`src/rtl/jtframe_sdram_pkg.sv`:
```
// Shared definitions for the romrq-to-SDRAM arbiter: FSM encoding,
// SDRAM word-address width and the slot-index width helper.
package jtframe_sdram_pkg;

    localparam int JTFRAME_SDRAM_AW = 22;

    typedef enum logic [1:0] {
        ST_IDLE      = 2'd0,
        ST_WAIT_ACK  = 2'd1,
        ST_WAIT_DATA = 2'd2,
        ST_DELIVER   = 2'd3
    } arb_state_t;

    // Bits needed to hold a slot index; never narrower than one bit.
    function automatic int idx_width(input int n);
        return (n <= 2) ? 1 : $clog2(n);
    endfunction

endpackage

```
`src/rtl/jtframe_rr_pick.sv`:
```
// Combinational round-robin priority encoder: returns the first
// requesting slot strictly after 'last', wrapping modulo SLOTS.
module jtframe_rr_pick
    import jtframe_sdram_pkg::*;
#(
    parameter int SLOTS = 4,
    parameter int IW    = idx_width(SLOTS)
) (
    input  logic [SLOTS-1:0] req,
    input  logic [IW-1:0]    last,
    output logic [IW-1:0]    winner,
    output logic             valid
);

    int          idx;
    logic [IW-1:0] idx_v;

    // Scan slots last+1 .. last+SLOTS; the first hit wins.
    always_comb begin
        winner = '0;
        valid  = 1'b0;
        idx    = 0;
        idx_v  = '0;
        for (int k = 1; k <= SLOTS; k++) begin
            idx   = (int'(last) + k) % SLOTS;
            idx_v = IW'(idx);
            if (!valid && req[idx_v]) begin
                valid  = 1'b1;
                winner = idx_v;
            end
        end
    end

endmodule

```
`src/rtl/jtframe_romrq_arb.sv`:
```
// Round-robin arbiter connecting several romrq slots to one SDRAM read
// port. One read is outstanding at a time; the returned word is broadcast
// and qualified by the one-hot slot_we plus a one-cycle slot_din_ok.
module jtframe_romrq_arb
    import jtframe_sdram_pkg::*;
#(
    parameter int SLOTS = 4,
    parameter int AW    = JTFRAME_SDRAM_AW
) (
    input  logic                clk,
    input  logic                rst_n,
    input  logic [SLOTS-1:0]    slot_req,
    input  logic [SLOTS*AW-1:0] slot_addr,
    output logic [SLOTS-1:0]    slot_we,
    output logic [31:0]         slot_din,
    output logic                slot_din_ok,
    output logic                sdram_req,
    output logic [AW-1:0]       sdram_addr,
    input  logic                sdram_ack,
    input  logic                data_rdy,
    input  logic [31:0]         data_read
);

    localparam int IW = idx_width(SLOTS);

    arb_state_t     state_reg;
    logic [IW-1:0]  last_reg;
    logic [IW-1:0]  win_reg;
    logic [AW-1:0]  addr_reg;

    logic [IW-1:0]  pick_idx;
    logic           pick_valid;
    logic [SLOTS-1:0] pick_onehot;
    logic [AW-1:0]  addr_arr [SLOTS];
    logic [AW-1:0]  pick_addr;
    logic [AW-1:0]  cur_addr;
    logic           data_match;

    // Unpack per-slot addresses and build the one-hot grant of the pick.
    generate
        for (genvar gi = 0; gi < SLOTS; gi++) begin : g_slot
            assign addr_arr[gi]    = slot_addr[gi*AW +: AW];
            assign pick_onehot[gi] = (pick_idx == IW'(gi));
        end
    endgenerate

    assign pick_addr  = addr_arr[pick_idx];
    assign cur_addr   = addr_arr[win_reg];
    // A slot that moved address while its read was in flight gets nothing.
    assign data_match = (cur_addr == addr_reg);

    jtframe_rr_pick #(
        .SLOTS (SLOTS),
        .IW    (IW)
    ) u_pick (
        .req    (slot_req),
        .last   (last_reg),
        .winner (pick_idx),
        .valid  (pick_valid)
    );

    // Grant / request / deliver sequencing; all outputs are registered.
    always_ff @(posedge clk) begin
        if (!rst_n) begin
            state_reg   <= ST_IDLE;
            last_reg    <= IW'(SLOTS - 1);
            win_reg     <= '0;
            addr_reg    <= '0;
            slot_we     <= '0;
            slot_din    <= '0;
            slot_din_ok <= 1'b0;
            sdram_req   <= 1'b0;
            sdram_addr  <= '0;
        end else begin
            case (state_reg)
                ST_IDLE: begin
                    slot_din_ok <= 1'b0;
                    if (pick_valid) begin
                        win_reg    <= pick_idx;
                        last_reg   <= pick_idx;
                        addr_reg   <= pick_addr;
                        sdram_addr <= pick_addr;
                        slot_we    <= pick_onehot;
                        sdram_req  <= 1'b1;
                        state_reg  <= ST_WAIT_ACK;
                    end
                end
                ST_WAIT_ACK: begin
                    if (sdram_ack) begin
                        sdram_req <= 1'b0;
                        if (data_rdy) begin
                            slot_din <= data_read;
                            if (data_match) begin
                                slot_din_ok <= 1'b1;
                                state_reg   <= ST_DELIVER;
                            end else begin
                                slot_we   <= '0;
                                state_reg <= ST_IDLE;
                            end
                        end else begin
                            state_reg <= ST_WAIT_DATA;
                        end
                    end
                end
                ST_WAIT_DATA: begin
                    if (data_rdy) begin
                        slot_din <= data_read;
                        if (data_match) begin
                            slot_din_ok <= 1'b1;
                            state_reg   <= ST_DELIVER;
                        end else begin
                            slot_we   <= '0;
                            state_reg <= ST_IDLE;
                        end
                    end
                end
                ST_DELIVER: begin
                    slot_we     <= '0;
                    slot_din_ok <= 1'b0;
                    state_reg   <= ST_IDLE;
                end
                default: state_reg <= ST_IDLE;
            endcase
        end
    end

endmodule

```
`config.mk`:
```
export PLATFORM = sky130hd
export DESIGN_NAME = jtframe_romrq_arb
export DESIGN_NICKNAME = d
export VERILOG_FILES = /design/src/rtl/jtframe_sdram_pkg.sv /design/src/rtl/jtframe_rr_pick.sv /design/src/rtl/jtframe_romrq_arb.sv
export SDC_FILE = /design/constraint.sdc
export NUM_CORES = 1
export LEC_CHECK = 0
export CAP_MARGIN = 5
export CORE_ASPECT_RATIO = 1.25
export CORE_MARGIN = 3
export CORE_UTILIZATION = 35
export CTS_CLUSTER_SIZE = 24
export DETAILED_ROUTE_END_ITERATION = 8
export PLACE_DENSITY = 0.7
export SYNTH_ARGS = -nofsm -noshare
export SYNTH_HDL_FRONTEND = slang
export SYNTH_SLANG_ARGS = --single-unit
```
`constraint.sdc`:
```
create_clock -name clk -period 4.5 [get_ports clk]
set_clock_uncertainty 0.1 [all_clocks]
set_input_delay 0.9 -clock clk [delete_from_list [all_inputs] [get_ports clk]]
set_output_delay 0.9 -clock clk [all_outputs]
set_load 0.02 [all_outputs]
```
==> results of run 1 <==
metal layers:
metal | wire, µm | up-vias | share of wire, %
met5 | 0 | - | 0
li1 | - | 2029 | -
met2 | 6670 | 151 | 50
met1 | 5020 | 1919 | 38
met3 | 1340 | 17 | 10
met4 | 195 | 0 | 1.5
cells in the final DEF (no fill, tap or decap), drive strengths merged:
| cell | netlist | final |
|---|---|---|
| o31ai | 1 | 1 |
| mux2i | 5 | 5 |
| a311o | 22 | 22 |
| o21ai | 7 | 7 |
| nor2b | 6 | 6 |
| and3b | 1 | 1 |
| nand2b | 1 | 1 |
| xnor2 | 22 | 22 |
| clkinv | 0 | 2 |
| a31oi | 3 | 3 |
| mux4 | 22 | 22 |
| dfxtp | 66 | 66 |
| clkbuf | 30 | 11 |
| inv | 6 | 6 |
| and2 | 23 | 23 |
| clkdlybuf4s50 | 0 | 186 |
| a21boi | 55 | 55 |
| a22oi | 1 | 1 |
| nand2 | 145 | 145 |
| o31a | 1 | 1 |
| nor3 | 1 | 1 |
| a21oi | 6 | 6 |
| nand3 | 2 | 2 |
| nor2 | 7 | 7 |
| bufinv | 0 | 1 |
| nor4 | 2 | 2 |
| nand3b | 1 | 1 |
| o211ai | 2 | 2 |
| or2 | 1 | 1 |
| nand4 | 7 | 7 |
| buf | 9 | 5 |
| o221ai | 1 | 1 |
| ha | 3 | 3 |
| a211oi | 22 | 22 |
worst max path at each step:
stage | startpoint | end | slack (ns) | depth (start not counted)
finish | slot_req[2] | addr_reg[17] | 1.40 | 6
global placement | slot_req[2] | addr_reg[1] | 1.13 | 6
CTS | slot_req[2] | addr_reg[17] | 1.40 | 6
global route | slot_req[2] | addr_reg[18] | 1.16 | 6
detailed placement | slot_req[2] | addr_reg[17] | 1.05 | 6
floorplan | slot_req[3] | addr_reg[17] | 1.91 | 8
power breakdown:
part	internal (mW)	switching [mW]
logic	0.558	0.545
clock network	0.451	0.246
registers	0.674	0.103
total	1.68	0.894
critical path, cell delays in order:
cell             delay, ns
clkdlybuf4s50_1       0.48
nor4_1                0.66
nand2b_2              0.56
buf_4                 0.37
a311o_1               0.15
a21boi_0              0.07
cell type report:
class	count	area (µm²)	area share [%]
tap	135	169	2.67
sequential	66	1320	20.9
inverter	6	22.5	0.356
multi-input combinational	370	2610	41.3
clock inverter	3	40.0	0.633
timing repair buffer	191	1910	30.2
clock buffer	11	253	3.99
logic make-up after synthesis:
kind of cell	share of synthesized area (%)
adders and majority gates	0.918
AOI/OAI and AO/OA	22.8
and+or+nand+nor	21.2
buffers and inverters	4.71
muxes	13.3
DFF	32.3
xor gates and xnor gates	4.71
==> summary.md, run 1 <==
| Metric | Value |
|---|---|
| Finished Layout Cells | 782 |
| Cell count after synthesis | 481 |
| Standard-cell rows | 43 |
| Minimum clock period after layout | 3.10 ns |
| CP Data Required Time | 4.60 ns |
| GRT busiest layer | met2 |
| Global Route Usage Sum | 20.0% |
| Antenna Nets Post-Route | 0 |
| Number of fill cells | 1038 |
| Hold buffers post-CTS | 0 |
| Asr flop ratio synth | 0% |
| Htree depth | 3 |
| Clk_lat worst skew | 0.32 ns |
| Post-route design area | 6330 µm² |
| # nets final | 775 |
| Reg-to-Reg Start | win_reg[1] |
| Vias | 4116 |
| DR DRC count | 0 |
| Fin Hold WS | 0.362 ns |
| Post-place setup slack | 1.05 ns |
| Root Driver | clkbuf_16 |
| Core area | 11200 µm² |
| # Post-CTS Setup Buffers | 0 |
| TritonCTS clock tree | built |
| Synth Net Count | 612 |
| Die height | 127 µm |
| CTS resizes | 0 |
| Initial antenna violation count | 0 |
| CP arrival | 3.21 ns |
| First-pass GRT wire length | 20900 µm |
| Hold Vio Cnt, Final | 0 |
| Leak | 2.18 nW |
| Top post-synthesis cells by count | nand2_1 (145), dfxtp_1 (66), a21boi_0 (50) |
| Initial Util | 36.4% |
| Gpl congestion | 0.833 |
| CP startpoint kind | primary input |
| DP Cell Count | 768 |
| Clock Sinks | 66 |
| I/O pin total | 188 |
| Actual slew at the worst max-slew pin | 1.08 ns |
| Vias in the first global route | 4281 |
| Synth Area per Inst | 8.50 µm² |
| Share of layout cells above drive strength 1 | 7.57% |
| Final WS setup | 1.40 ns |
| Worst slew margin | 27.8% |
| Ranking of synthesized cells by area | dfxtp_1 (32%), nand2_1 (13%), mux4_2 (12%), a21boi_0 (9.2%), a311o_1 (5.4%) |
| Post-synth EDFFs | 0 |
| GR Util met3 | 7.92% |
| First-pass DRT Iterations | 4 |
| Post-DP HPWL | 9710 µm |
| Most used DFF post-synth | dfxtp_1 |
| Chip width | 103 µm |
| CP endpoint kind | flop |
| Yosys top cell by area | dfxtp_1 |
| YS warnings | 0 |
| Routed WL | 13200 µm |
| R2r setup slk | 1.56 ns |
| Power density over cell area | 407 nW/µm² |
| Sequential area share after synthesis | 32.3% |
| Hold Startpoint | slot_din[7] |
| TritonCTS Buffers | 9 |
| Yosys top cell area share | 32.3% |
| Worst Hold Path EP | slot_din[7] |
| Setup Total Neg Slack | 0 ns |
| Layout area overhead | 54.7% |
| Largest net degree at the start of global routing | 71 |
| Status | complete, no violations |
| WHS Path Cells | 2 |
| Die area | 13000 µm² |
| RSZ-0062 raised after global routing | false |
| Max-Cap Viols | 0 |
| FF+latch count, synth | 66 |
| Number of I/O port buffers | 187 |
| Total chip power | 2.58 mW |
| Max FFs per register | 32 |
| Peak supply drop | 0.261 mV |
| Clock Tree Buf Depth | 2 |
| Diodes inserted | 0 |
| Most frequent cell after synthesis | nand2_1 |
| GR Overflow Total | 0 |
| Max Freq | 322 MHz |
| Final Max Tran Viols | 0 |
| Fin crit share | 68.9% |
| Instance area at placement | 6030 µm² |
| CTS clk-pin slew, worst paths | 0.05 ns |
| M1 GR Usage | 22.1% |
| Critical path fanouts, max | 25 |
| Worst Hold Class | flop to flop |
| Area of the mapped netlist | 4090 µm² |
| Critical setup path kind | primary input to flop |
| Met2 Use GR | 35.2% |
| R2R depth | 6 |
| FF-to-FF End | slot_we[3] |
| Post-layout util | 56.3% |
| Synth unique cells | 37 |
| Detailed router's first-iteration violation count | 173 |
| WL per Instance | 16.9 µm |
| Final setup violation count | 0 |
| Vias/cell | 5.26 |
Power figures use the tool's default switching activity.
==> inputs of run 2 (changes only) <==
Settings changed: PLACE_DENSITY 0.7 to 0.72.
Clock period 4.5 ns to 2.6 ns, I/O delays scaled along.
==> run 2 against run 1 <==
Compared with the run above:
- flip-flop and latch count unchanged
- via count up 5.0%
- register-to-register slack worse by 1.4 ns
- largest cell class unchanged
- highest routed layer unchanged
==> summary.md, run 2 (synthesis gave the netlist of run 1 again) <==
| Metric | Value |
|---|---|
| GR Overflow Total | 0 |
| CP endpoint kind | flop |
| Final Max Tran Viols | 0 |
| Gpl congestion | 0.786 |
| WL per Instance | 17.2 µm |
| Hold Startpoint | slot_din[26] |
| Share of total power in combinational logic | 46.7% |
| Htree depth | 3 |
| TritonCTS clock tree | built |
| WHS Path Cells | 2 |
| Internal | 2.92 mW |
| Standard-cell rows | 43 |
| Critical path fanouts, max | 5 |
| Leak | 2.31 nW |
| Chip width | 103 µm |
| CTS clk-pin slew, worst paths | 0.06 ns |
| Switch Pwr | 1.64 mW |
| Critical setup path kind | flop to flop |
| Clk_lat worst skew | 0.33 ns |
| Vias | 4323 |
| Most frequent cells in the layout | clkdlybuf4s50_1 (186), nand2_1 (145), dfxtp_1 (65), a21boi_0 (50), and2_1 (23) |
| Initial Util | 36.4% |
| Share of layout cells above drive strength 1 | 11.2% |
| Worst Hold Class | flop to flop |
| Layout area overhead | 60.4% |
| Detailed router's first-iteration violation count | 147 |
| Status | complete, no violations |
| CP startpoint kind | flop |
| # Post-CTS Setup Buffers | 0 |
| Diodes inserted | 0 |
| R2r setup slk | 0.12 ns |
| Die height | 127 µm |
| DP Cell Count | 787 |
| Actual slew at the worst max-slew pin | 0.478 ns |
| TritonCTS Buffers | 9 |
| DR DRC count | 0 |
| Worst slew margin | 67.8% |
| Core area | 11200 µm² |
| Global Route Usage Sum | 21.4% |
| Number of I/O port buffers | 187 |
| Vias/cell | 5.38 |
| I/O pin total | 188 |
| Die area | 13000 µm² |
| CP startpoint | win_reg[1] |
| Worst Hold Path EP | slot_din[26] |
| Power density over cell area | 696 nW/µm² |
| Post-DP HPWL | 10300 µm |
| CP arrival | 2.58 ns |
| Max FFs per register | 32 |
| Clock power share | 24.8% |
| Antenna Nets Post-Route | 0 |
| Switching Share | 36.0% |
| Part of the power in registers | 28.6% |
| Finished Layout Cells | 803 |
| Post-layout util | 58.4% |
| Final setup violation count | 0 |
| Reg-to-Reg Start | win_reg[1] |
| Root Driver | clkbuf_16 |
| R2R depth | 8 |
| Largest net degree at the start of global routing | 42 |
| Minimum clock period after layout | 2.48 ns |
| Fin crit share | 95.3% |
| CP Data Required Time | 2.70 ns |
| Max Freq | 404 MHz |
| FF-to-FF End | slot_we[3] |
| Initial antenna violation count | 0 |
| Hold Vio Cnt, Final | 0 |
| Number of fill cells | 999 |
| First-pass GRT wire length | 22000 µm |
| Clock Sinks | 66 |
| Vias in the first global route | 4602 |
| Max-Cap Viols | 0 |
| Peak supply drop | 0.416 mV |
| # nets final | 794 |
| First-pass DRT Iterations | 5 |
| Clock Tree Buf Depth | 2 |
| Commonest non-fill, non-tap cell in the layout | clkdlybuf4s50_1 |
| Routed WL | 13800 µm |
==> run 2: cell count changes in the layout (fill, tap and decap cells not counted) <==
cell,before,now
buf_4,3,16
buf_12,1,6
xnor2_1,22,17
xnor2_2,0,5
clkinv_4,0,2
clkinvlp_4,0,2
buf_6,0,1
bufinv_16,1,0
clkbuf_8,2,1
==> run 2: metal layers <==
layer / wire length (µm) / vias to the layer above / global-route usage, %
li1: - / 2074 / -
met1: 5020 / 2048 / 22.6
met2: 6970 / 175 / 37.7
met3: 1480 / 26 / 7.81
met4: 323 / 0 / 8.73
met5: 0 / - / 0
==> run 2: metrics by stage <==
stage               TNS [ns]  worst slack (ns)  hold WS (ns)  total power, mW  instance area (µm²)
global placement       -1.78            -0.287         0.350             3.38                 6240
detailed placement     -1.85            -0.311         0.358             3.43                 6240
finish                     0             0.123         0.361             4.57                 6560
global route        -0.00806          -0.00806         0.389             4.85                 6560
floorplan                  0             0.368         0.399             2.54                 4090
CTS                        0            0.0411         0.366             4.60                 6540
==> run 2: timing repair <==
action                                  4_1_cts  5_1_grt
resized for setup                             2        4
hold buffers                                  0        0
endpoints found under the setup margin        4        5
==> run 2: critical path, stage by stage (launching register included) <==
cell and delay [ns]:
dfxtp_2 0.39, buf_4 0.19, mux4_2 0.55, xnor2_2 0.21, nand4_1 0.17, nor4_4 0.30
buf_4 0.18, a21oi_2 0.10, mux2i_1 0.15
==> run 2: final cells by class <==
type	instances	area [µm²]	share of cell area, %
sequential	66	1320	20.2
clock buffer	10	239	3.64
inverter	6	22.5	0.343
clock inverter	6	42.5	0.648
multi-input combinational	370	2650	40.4
tap	135	169	2.57
timing repair buffer	210	2120	32.3
==> run 2: worst max-delay path by stage <==
stage,to,slack (ns),depth (start not counted)
6_report,slot_we[3],0.12,8
5_1_grt,slot_we[2],-0.008,8
4_1_cts,slot_we[3],0.04,8
3_5_place_dp,slot_we[3],-0.31,8
3_3_place_gp,slot_we[1],-0.29,8
2_1_floorplan,slot_we[0],0.37,8
==> run 2: power by group through the flow <==
stage               combinational (mW)  sequential (mW)  clock (mW)
finish                            2.13             1.30        1.13
global route                      2.30             1.33        1.22
CTS                               2.13             1.30        1.17
detailed placement                2.11             1.32           0
global placement                  2.07             1.31           0
floorplan                         1.09             1.45           0
